`src/rtl/mem_pkg.sv`:
```
// Shared types for the word_ram scratch memory.
// The clear engine is either serving port requests or sweeping zeros.
package mem_pkg;

  typedef enum logic {
    IDLE  = 1'b0,
    CLEAR = 1'b1
  } ram_state_t;

endpackage

```
`src/rtl/ram_clear_fsm.sv`:
```
// Zero-sweep engine for word_ram: owns the state, the sweep pointer and busy.
//
//   state | meaning
//   ------+-----------------------------------------------------------
//   IDLE  | ports serviced; clr starts a sweep from word 0
//   CLEAR | writes 0 to word[ptr] each cycle; ports ignored; clr ignored
module ram_clear_fsm
  import mem_pkg::*;
#(
  parameter int unsigned DEPTH = 4,
  parameter int unsigned AW    = $clog2(DEPTH)
) (
  input  logic          clk,
  input  logic          rst_n,
  input  logic          clr,
  output logic          busy,
  output logic          clr_we,
  output logic [AW-1:0] clr_addr
);

  localparam logic [AW-1:0] LAST = AW'(DEPTH - 1);

  ram_state_t    state_q;
  logic [AW-1:0] ptr_q;
  logic          busy_q;

  always_ff @(posedge clk or negedge rst_n) begin
    if (!rst_n) begin
      state_q <= CLEAR;
      ptr_q   <= '0;
      busy_q  <= 1'b1;
    end else begin
      case (state_q)
        IDLE: begin
          if (clr) begin
            state_q <= CLEAR;
            ptr_q   <= '0;
            busy_q  <= 1'b1;
          end
        end
        CLEAR: begin
          // Terminal compare only; the pointer never runs past the last word.
          if (ptr_q == LAST) begin
            state_q <= IDLE;
            busy_q  <= 1'b0;
          end else begin
            ptr_q <= ptr_q + AW'(1);
          end
        end
        default: begin
          state_q <= CLEAR;
          ptr_q   <= '0;
          busy_q  <= 1'b1;
        end
      endcase
    end
  end

  assign busy     = busy_q;
  assign clr_we   = (state_q == CLEAR);
  assign clr_addr = ptr_q;

endmodule

```
`src/rtl/word_ram.sv`:
```
// DEPTH x WIDTH scratch memory: one write port, one registered read port with
// valid strobe, write-first bypass, and a hardware zero sweep after reset / on clr.
module word_ram
  import mem_pkg::*;
#(
  parameter  int unsigned WIDTH = 4,
  parameter  int unsigned DEPTH = 4,
  localparam int unsigned AW    = $clog2(DEPTH)
) (
  input  logic             clk,
  input  logic             rst_n,
  input  logic             wr_en,
  input  logic [AW-1:0]    wr_addr,
  input  logic [WIDTH-1:0] wr_data,
  input  logic             rd_en,
  input  logic [AW-1:0]    rd_addr,
  output logic [WIDTH-1:0] rd_data,
  output logic             rd_valid,
  input  logic             clr,
  output logic             busy
);

  logic             clr_we;
  logic [AW-1:0]    clr_addr;
  logic             wr_in_range;
  logic             rd_in_range;
  logic             mem_we;
  logic [AW-1:0]    mem_waddr;
  logic [WIDTH-1:0] mem_wdata;
  logic [WIDTH-1:0] mem_q [DEPTH];
  logic [WIDTH-1:0] rd_data_q, rd_data_d;
  logic             rd_valid_q, rd_valid_d;

  ram_clear_fsm #(.DEPTH(DEPTH), .AW(AW)) u_clear (
    .clk      (clk),
    .rst_n    (rst_n),
    .clr      (clr),
    .busy     (busy),
    .clr_we   (clr_we),
    .clr_addr (clr_addr)
  );

  // Range checks only matter when DEPTH leaves unused address codes.
  if ((1 << AW) == DEPTH) begin : g_full_range
    assign wr_in_range = 1'b1;
    assign rd_in_range = 1'b1;
  end else begin : g_part_range
    localparam logic [AW:0] DEPTH_W = (AW + 1)'(DEPTH);
    assign wr_in_range = ({1'b0, wr_addr} < DEPTH_W);
    assign rd_in_range = ({1'b0, rd_addr} < DEPTH_W);
  end

  assign mem_we    = busy ? clr_we   : (wr_en && wr_in_range);
  assign mem_waddr = busy ? clr_addr : wr_addr;
  assign mem_wdata = busy ? '0       : wr_data;

  always_ff @(posedge clk) begin
    if (mem_we) mem_q[mem_waddr] <= mem_wdata;
  end

  always_comb begin
    rd_data_d  = rd_data_q;
    rd_valid_d = 1'b0;
    if (!busy && rd_en) begin
      rd_valid_d = 1'b1;
      if (!rd_in_range)
        rd_data_d = '0;
      else if (wr_en && (wr_addr == rd_addr))
        rd_data_d = wr_data;
      else
        rd_data_d = mem_q[rd_addr];
    end
  end

  always_ff @(posedge clk or negedge rst_n) begin
    if (!rst_n) begin
      rd_data_q  <= '0;
      rd_valid_q <= 1'b0;
    end else begin
      rd_data_q  <= rd_data_d;
      rd_valid_q <= rd_valid_d;
    end
  end

  assign rd_data  = rd_data_q;
  assign rd_valid = rd_valid_q;

endmodule

```
`config.mk`:
```
export PLATFORM = sky130hd
export DESIGN_NAME = word_ram
export DESIGN_NICKNAME = d
export VERILOG_FILES = /design/src/rtl/mem_pkg.sv /design/src/rtl/ram_clear_fsm.sv /design/src/rtl/word_ram.sv
export SDC_FILE = /design/constraint.sdc
export NUM_CORES = 1
export LEC_CHECK = 0
export CORE_ASPECT_RATIO = 0.8
export CORE_MARGIN = 4
export CORE_UTILIZATION = 28
export DETAILED_ROUTE_END_ITERATION = 7
export GPL_ROUTABILITY_DRIVEN = 0
export PLACE_DENSITY = 0.53
export REMOVE_ABC_BUFFERS = 1
export SYNTH_ARGS = -nofsm -noshare
export SYNTH_HDL_FRONTEND = slang
export SYNTH_SLANG_ARGS = --single-unit
```
`constraint.sdc`:
```
create_clock -name clk -period 3.95 [get_ports clk]
set_clock_uncertainty 0.2 [all_clocks]
set_input_delay 0.5925 -clock clk [delete_from_list [all_inputs] [get_ports clk]]
set_output_delay 0.5925 -clock clk [all_outputs]
set_load 0.1 [all_outputs]
```
Word-level counts from Yosys, hierarchy flattened
Memory sizes are Yosys's and may differ from the RTL's. A register that Yosys moved wholly into a read port is not among the register bits.
Cells that the tools add are included.
Storage, ports and cells
  register bits after elaboration: 5
  RAM bits: 16
  input port bits: 13
  output and inout port bits: 6
  logic and storage cells: 31
  memories: 1
Cells by class
  add/sub/neg operators: 1
  equal/unequal tests: 4
  muxes and demuxes: 15
  bitwise logic cells: 1
  reductions and logical operators: 5
Memory list
  mem_q: depth 4, bits a word 4, rd ports 1, clocked after Yosys merged registers in 1, write ports 1, line word_ram.sv:30  | logic [WIDTH-1:0] mem_q [DEPTH];
Operator list (number)
  $mux W1: 8
  $mux W2: 3
  $ne A2 B2 Y1 const B: 3
  $mux W4: 1
  $pmux W1 S2: 2
  $pmux W2 S2: 1
  $reduce_and A2 Y1: 2
  $add A2 B1 Y2 const B: 1
  $eq A2 B2 Y1 const B: 1
  $logic_not A1 Y1: 2
  $logic_and A1 B1 Y1: 1
  $not A1 Y1: 1

Depth between registers and ports, before layout
  depth in word-level cells: 3
  mapped depth: 5
  mapped depth without buffers: 4

Hierarchy
Synthesis repeated with hierarchy kept, for this count alone.
Second synthesis, totals
  cells, all modules: 87
  area total of the unflattened synthesis: 1217.4 um^2
Modules (own cells, without submodules)
  word_ram: instances 1, cells an instance 71, area an instance 1023.5 um^2, sequential area each 605.6 um^2
  ram_clear_fsm: instances 1, cells an instance 16, area an instance 193.9 um^2, sequential area each 102.6 um^2

Worst setup path before layout
No wires, ideal clock.
  path kind: reg-to-reg
  start point: register u_clear.busy_q, in the netlist u_clear.busy
  end point: memory mem_q[0][0] (enable)
  library setup time: 0.332 ns
  arrival: 1.606 ns
  data required time: 3.418 ns
  path slack: 1.812 ns
  cell stages (with the launch flop): 3
  buffers on the path: 0
  period minus slack after synthesis: 2.138 ns
  path through: dfstp_2 > mux2i_2 > nor2b_1
On the way
  longest elaborated chain between the ends: 3
  elaborated cells on any way between the ends: 4
  those cells by class: mux: 4
RTL lines
  start: declaration: line ram_clear_fsm.sv:25  | logic busy_q;
  start signal: assignment: line ram_clear_fsm.sv:31  | busy_q <= 1'b1;
  start signal: assignment: line ram_clear_fsm.sv:38  | busy_q <= 1'b1;
  start signal: assignment: line ram_clear_fsm.sv:45  | busy_q <= 1'b0;
  $mux W1: line word_ram.sv:53  | assign mem_we = busy ? clr_we : (wr_en && wr_in_range);
  $mux W1: line word_ram.sv:58  | if (mem_we) mem_q[mem_waddr] <= mem_wdata;
  $mux W1 (not written as such): line word_ram.sv:58
  end: declaration: line word_ram.sv:30
Parallel ways exist; a longest one is shown, timed or not.

Worst setup path in the final report
  start point: register u_clear.busy_q, in the netlist u_clear.busy
  end point: output busy
RTL lines
  end: declaration: line word_ram.sv:20  | output logic busy
No word-level cell between the ends.

==> reports/metrics.cfg <==
[worst_setup_path]
crit_family=buffers and inverters
end_kind=primary output
cp_num_buf_inv=1
path_class=reg -> out
cp.required_ns=3.16
critPathMaxFanout=9
regToRegSetupSlack_ns=1.89
slowest_stage=clkdlybuf4s50_1
startpoint_type=flip-flop
slowest_delay_ns=1.16
path_cells=clkdlybuf4s50_1
crit_arrival_ns=2.07

[worst_hold_path]
worstHoldPathType=reg -> reg

[synth]
ys_top_cells_by_count=edfxtp_1 (16), nor2_1 (8), dfrtp_1 (7)
synth_top_flop_cell=edfxtp_1
ys.warnings.count=0
synth.area.top_cells=edfxtp_1 (40%), dfrtp_1 (15%), mux4_2 (11%), dfstp_2 (4.4%), and2b_2 (2.9%)
async_flop_share_pct=36.0
synth_top_cell_by_area=edfxtp_1
avgSynthCellArea_um2=13.9
synth_top_area_share_pct=40.3
synth_area_um2=1190
yosys.cell_types.count=27
synth_edf_count=16
yosysMostFrequentCell=edfxtp_1
synth_cells=86
ys_seq_area_share_pct=59.5
synth_seq_cells=25

[final_layout]
post_route_cells_drive_above_1_share_pct=19.0
final_util_pct=37.2
nFillCells=410
syn_to_final_growth_pct=23.3
antenna_cells=0
seq_area_um2=708
multi_input_area_um2=459
nets=120

[timing]
maxSlewHeadroom_pct=34.8
tns_ns=0
fmax_mhz=350
setup_violations=0
tightest_slew_ns=0.974
fin_crit_ns=2.86
fin_ws_ns=1.09
fin_crit_sh_pct=72.4
hold_viol=0
drv_slew=0
rsz0062_at_grt=no

[route]
via_count=713
first_pass_iters=4
drtIter0Drc=24
ant_nets=0
drc_errors=0
wire_per_inst_um=14.2
routed_wl_mm=2.28
viasPerCell=4.46

[clock_network]
clk_latency_ns=0.27
tritoncts=built
cts-root-buf=clkbuf_8
cts_sinks=25
cts_setup_buffers=0
clk_pin_slew_worst_paths_ns=0.09
cts_hold_buf=0
cts_htree_levels=1
cts_buffers=3
cts.repair.resized=0
cts_buffer_depth=2

[place]
place_ws_ns=1.39
io_buffers=18
hpwl_mm=1.76

[floorplan]
core-area_um2=3950
start_util_pct=30.1
die_w_um=80.9
die_h_um=66.3
dieArea_um2=5370
rows=20
io_pins=19

[job]
cap_violations=0

[pwr]
irDropWorstVdd_mv=0.315
sw_frac_of_total_pct=43.9
p_int_w=0.000701
leakage_nw=0.515
p_total_w=0.00125
seqPwrFrac_pct=38.2
power_density_nw_per_um2=850
power_frac_clock_pct=12.3
comb_power_share_pct=49.5
p_switching_w=0.000548

[grt]
grt_max_degree=16
antenna_found_initial=0
grt_pass1_wl_mm=3.80
grt_pass1_vias=778
track_usage_pct=9.59
overflow=0

[outcome]
status=finished clean

-- sequential cells by signal, indices dropped and copies added (netlist names) --
name,cells
u_clear.clr_we,1
mem_q,16
u_clear.busy,1
u_clear.clr_addr,2
rd_valid,1
rd_data,4
-- kinds of logic (layout without fill, tap and decap cells) --
group	after synthesis	after routing	share of synthesized area [%]
xor gates and xnor gates	3	3	2.21
buffers and inverters	4	23	1.99
DFF	25	25	59.5
AOI/OAI and AO/OA	12	12	5.57
and+or+nand+nor	31	31	14.6
adders and majority gates	1	1	1.05
muxes	10	10	15.1
-- power groups by stage --
| stage | logic, W | clock network (W) | registers (W) |
|---|---|---|---|
| finish | 0.000618 | 0.000154 | 0.000477 |
| global route | 0.000666 | 0.000173 | 0.000492 |
| CTS | 0.000625 | 0.000160 | 0.000478 |
| detailed placement | 0.000624 | 0 | 0.000484 |
| global placement | 0.000615 | 0 | 0.000478 |
| floorplan | 0.000275 | 0 | 0.000675 |
-- routing by layer --
| metal | vias up | share of wire (%) | wire (um) | GRT usage (%) |
|---|---|---|---|---|
| met5 | - | 0 | 0 | 0 |
| met4 | 0 | 0 | 0 | 1.27 |
| met1 | 338 | 52 | 1180 | 13.5 |
| met2 | 18 | 42 | 961 | 14.3 |
| li1 | 357 | - | - | - |
| met3 | 0 | 6.1 | 140 | 3.54 |
-- through the flow --
step	instances	hold WS (ns)	instance area (um^2)
floorplan	83	0.0969	1170
global placement	156	0.340	1420
detailed placement	156	0.352	1420
CTS	160	0.365	1470
global route	160	0.411	1470
finish	160	0.365	1470
-- path summary, 6_finish.rpt --
path | startpoint | end | cells past startpoint
worst max-delay path | u_clear.busy | busy | 1
worst min-delay path | rd_data[1] | rd_data[1] | 2
worst max register to register | u_clear.busy | mem_q[0][1] | 2
worst min register to register | rd_data[1] | rd_data[1] | 2
max in group asynchronous | rst_n | u_clear.busy | 1
min in group asynchronous | rst_n | u_clear.clr_addr[1] | 1
-- cell usage in the layout, fill, tap and decap left out, types with 4 or more instances in the layout --
master,netlist,final
a31oi_1,4,4
nand2_1,4,4
o21ai_1,4,4
nand3_1,4,4
clkdlybuf4s50_1,0,18
dfrtp_1,7,7
mux4_2,6,6
nor2b_1,4,4
edfxtp_1,16,16
nor2_1,8,8
and2b_2,4,4
-- layout make-up --
type	count	area share, %
sequential	25	48.2
multi-input combinational	57	31.3
clock inverter	1	0.511
clock buffer	3	2.81
tap	55	4.68
timing repair buffer	18	12.3
inverter	1	0.256
No activity file was read; power rests on OpenSTA's default activity.
==> edit 1 (same flow settings) <==
`DEPTH` is set to 4 in 2 places; all go to 2.
--- a/src/rtl/ram_clear_fsm.sv
+++ b/src/rtl/ram_clear_fsm.sv
@@ -7,7 +7,7 @@
 module ram_clear_fsm
   import mem_pkg::*;
 #(
-  parameter int unsigned DEPTH = 4,
+  parameter int unsigned DEPTH = 2,
   parameter int unsigned AW    = $clog2(DEPTH)
 ) (
   input  logic          clk,
--- a/src/rtl/word_ram.sv
+++ b/src/rtl/word_ram.sv
@@ -4,7 +4,7 @@
   import mem_pkg::*;
 #(
   parameter  int unsigned WIDTH = 4,
-  parameter  int unsigned DEPTH = 4,
+  parameter  int unsigned DEPTH = 2,
   localparam int unsigned AW    = $clog2(DEPTH)
 ) (
   input  logic             clk,
Ports: changed (resized rd_addr and wr_addr); port bits go from 19 to 17. The function was not compared with the original's and may differ.
==> edit 1 against the original RTL <==
Worst setup slack lost 36 ps. Final area shrank 35%. Area after synthesis shrank 38%. Highest routed layer is now met4. Synthesized cell count shrank 35%. Power shrank 36%. Largest power group unchanged. Maximum frequency shrank 1.2%. Largest cell class unchanged. Critical path depth is the same. Sequential cell count shrank 9. Wire length shrank 41%.
==> edit 1: results (changes against the original RTL) <==
{| class="wikitable"
! Metric !! Value
|-
| Placed cells || 106 (-32%)
|-
| Via count of the first global-routing pass || 436 (-44%)
|-
| Portion of the post-synthesis area used by sequential elements || 59.7% (+0.24 points)
|-
| Met3 usage || 3.34% (-0.20 points)
|-
| Critical path data arrival time || 2100 ps (+30 ps)
|-
| Slowest stage delay, CP || 1170 ps
|-
| Half-perimeter wire length after detailed placement || 1.03 mm (-41%)
|-
| Number of nets at the end of the flow || 86 (-28%)
|-
| Vias per cell || 4.15 (-6.8%)
|-
| Outcome || completed
|-
| Register bank with the most flops || mem_q
|-
| Top cells by count, synth || edfxtp_1, dfrtp_1, nand2_1
|-
| Worst supply voltage drop on vdd || 0.366 mV (+16%)
|-
| Port bufs || 16 (-2)
|-
| # fillers || 275 (-33%)
|-
| Worst hold slack || 288 ps (-76.6 ps)
|-
| Wire length of the first global-routing pass || 2.23 mm (-41%)
|-
| Synth cell types || 20 (-26%)
|-
| Average size of a mapped cell || 13.2 um^2 (-4.3%)
|-
| R2r setup slk || 2250 ps (+360 ps)
|-
| Global-route usage over all layers || 8.77% (-0.82 points)
|-
| Fraction of final layout cells sized beyond drive strength 1 || 16.2% (-2.8 points)
|-
| Total Routed Length || 1.35 mm (-41%)
|-
| Number of enable-type register cells in the synthesized netlist || 8 (-8)
|-
| Top fanout value on the critical path || 11 (+2)
|-
| 1st-pass router iterations || 3 (-1)
|-
| DRC violation total after the first TritonRoute iteration || 12 (-50%)
|-
| Max-slew headroom || 35.3% (+0.47 points)
|-
| Source of the critical timing path || u_clear.busy
|-
| FFs w/ async S/R, synth || 50.0% (+14 points)
|-
| Root Buffer Master || clkbuf_4
|-
| Global-route track usage on met1 || 11.7% (-1.8 points)
|-
| Met2 track utilization from global routing || 13.4% (-0.90 points)
|-
| Max FFs per register || 8 (-8)
|-
| Total leakage power || 0.372 nW (-28%)
|-
| Critical R2R Capture || mem_q[1][1]
|-
| Per-cell routed wire length || 12.3 um (-14%)
|-
| Number of antenna diodes || 0 (unchanged)
|-
| Maximum number of pins on one net before global-route repair || 12 (-4)
|-
| Leading cell types by total area after synthesis || edfxtp_1, dfrtp_1, dfstp_2
|}
==> edit 1: area by class of cell <==
type / instances / area (um^2) / share of cell area (%)
flip-flops and latches: 16 / 443 / 46.6
multi-input cells: 34 / 262 / 27.5
repair buffers: 16 / 160 / 16.8
well taps: 36 / 45.0 / 4.74
clock buffers: 4 / 26.3 / 2.76
inverters: 4 / 15.0 / 1.58
==> edit 1: worst max path at each step <==
stage	slack, ps	to	cells past startpoint
finish	1060	busy	1
global route	990	busy	1
detailed placement	1370	busy	1
floorplan	2080	rd_data[0]	4
CTS	1040	busy	1
global placement	1370	busy	1
==> edit 1: through the flow <==
stage               instance area, um^2  worst slack, ps  utilization (%)
detailed placement                  925             1370             37.2
finish                              951             1060             38.3
global route                        951              985             38.3
floorplan                           719             2080                -
CTS                                 951             1040             38.3
global placement                    925             1370             37.2
==> edit 1: logic make-up after synthesis <==
group | Yosys count | synth area share, %
DFF | 16 | 59.7
and+or+nand+nor | 14 | 10.5
AOI/OAI and AO/OA | 9 | 8.60
muxes | 9 | 12.8
buffers and inverters | 6 | 5.06
xor gates and xnor gates | 2 | 3.37
==> edit 1: worst min-delay path, cell delays in order (launching register included) <==
cell     delay [ps]
dfrtp_1         350
nand2_1          50
o21ai_1          60
==> edit 1: metal layers <==
metal	wire length, um	share of wire [%]
met2	628	46
met4	19	1.4
met5	0	0
met3	58	4.3
met1	646	48
==> edit 1: power by group <==
part	internal (mW)	leakage [nW]	switching (mW)
registers	0.257	0.172	0.0474
logic	0.119	0.185	0.289
clock network	0.0391	0.0150	0.0491
total	0.415	0.372	0.386
==> edit 2 (same flow settings) <==
Without the edit above. Register the output `rd_data` once more, cleared by the reset; this adds one clock of latency there. The other outputs are not delayed to match.
--- a/src/rtl/word_ram.sv
+++ b/src/rtl/word_ram.sv
@@ -82,7 +82,13 @@
     end
   end
 
-  assign rd_data  = rd_data_q;
+  always_ff @(posedge clk or negedge rst_n) begin
+    if (!rst_n) begin
+      rd_data <= '0;
+    end else begin
+      rd_data <= rd_data_q;
+    end
+  end
   assign rd_valid = rd_valid_q;
 
 endmodule
Formal check against the unedited RTL: not equivalent (a bounded check fails within 10 cycles, from zero or initial values and one cycle with rst_n low).
==> edit 2 against the original RTL <==
Wire length grew 5.3%. Power rose by 13%. Utilization up 0.28 points. Final area grew 9.8%. Worst setup slack got worse by 30 ps. Clock power grew 58%. Die area is 7.5% higher. Critical path type unchanged. Via count rose by 6.2%. Worst hold slack got worse by 180 ps. Cell count rose by 6.3%. Area after synthesis is 8.4% higher. Sequential cell count increased by 4.
==> edit 2: results (changes against the original RTL) <==
{| class="wikitable"
! Metric !! Value
|-
| Outcome || completed
|-
| Startpoint of the worst hold path || rd_data_q[1]
|-
| Top cells by count, synth || edfxtp_1, dfrtp_1, nor2_1
|-
| FFs w/ async S/R, synth || 44.8% (+8.8 points)
|-
| Maximum number of pins on one net before global-route repair || 14 (-2)
|-
| Number of nets at the end of the flow || 126 (+5.0%)
|-
| Post-synthesis share of cell area spent on full adders, half adders and majority gates || 0.969% (-0.081 points)
|-
| Per-cell routed wire length || 14.1 um (-0.88%)
|-
| Mux share of post-synthesis cell area || 14.0% (-1.2 points)
|-
| Leading cell types by total area after synthesis || edfxtp_1, dfrtp_1, mux4_2
|-
| Fraction of final layout cells sized beyond drive strength 1 || 19.5% (+0.42 points)
|-
| Instance area after placement || 1520 um^2 (+7.2%)
|-
| Portion of the post-synthesis area used by sequential elements || 62.6% (+3.1 points)
|-
| # fillers || 423 (+3.2%)
|-
| Half-perimeter wire length after detailed placement || 1.81 mm (+3.1%)
|-
| DRC violation total after the first TritonRoute iteration || 21 (-13%)
|-
| Global-route usage over all layers || 9.26% (-0.33 points)
|-
| Critical R2R Capture || mem_q[2][3]
|-
| Worst hold path stage count || 0 (-2)
|-
| Number of CTS-inserted buffers || 5 (+2)
|-
| Post-synthesis xor/xnor area fraction || 2.03% (-0.17 points)
|-
| Detailed-route via count || 757 (+6.2%)
|-
| Maximum level of the CTS H-tree || 2 (+1)
|-
| Worst Hold End || rd_data[1]
|-
| Total leakage power || 0.583 nW (+13%)
|-
| Critical path data arrival time || 2100 ps (+30 ps)
|-
| Clock Pin Slew Worst Setup and Hold Paths || 60 ps (-30 ps)
|}
-- edit 2: changes by cell type in the layout (fill, tap and decap cells not counted), sizes merged --
cell / delta
dfrtp: +4
clkinvlp: -1
clkbuf: +5
-- edit 2: area by class of cell --
cell class,count,area [um^2],share of cell area [%]
Clock buffer,8,90.1,5.59
Inverter,1,3.75,0.233
Multi-Input combinational cell,57,459,28.5
Sequential cell,29,808,50.1
Tap cell,57,71.3,4.42
Timing Repair Buffer,18,180,11.2
-- edit 2: per-layer routing --
| metal | routed length [um] | global-route usage (%) | part of all wire, % |
|---|---|---|---|
| met1 | 1170 | 12.0 | 49 |
| met3 | 117 | 2.85 | 4.9 |
| met5 | 0 | 0 | 0 |
| met4 | 48 | 5.42 | 2.0 |
| met2 | 1070 | 13.8 | 44 |
-- edit 2: power breakdown --
group / switching [mW] / leakage, nW / total [mW] / internal, mW
registers: 0.0742 / 0.299 / 0.550 / 0.476
logic: 0.397 / 0.238 / 0.612 / 0.215
clock network: 0.102 / 0.0455 / 0.244 / 0.142
-- edit 2: logic make-up after synthesis --
kind of cell,after synthesis
AO/OA/AOI/OAI,12
XOR/XNOR,3
AND/OR/NAND/NOR,31
buffers and inverters,4
flip-flops,29
multiplexers,10
adder cells (fa/ha/maj),1
-- edit 2: per-stage QoR --
step	setup slack [ps]	power, mW	util, %	cells	hold slack (ps)
final	1060	1.41	37.4	170	182
after global routing	1010	1.49	37.4	170	198
after CTS	1040	1.42	37.4	170	184
after detailed placement	1340	1.18	35.3	162	170
after global placement	1360	1.15	35.3	162	163
after floorplan	1810	1.02	-	87	96.9
-- edit 2: how the worst max path moves through the flow --
stage	to	slack [ps]
floorplan	mem_q[0][0]	1810
global placement	busy	1360
detailed placement	busy	1340
CTS	busy	1040
global route	busy	1010
finish	busy	1060
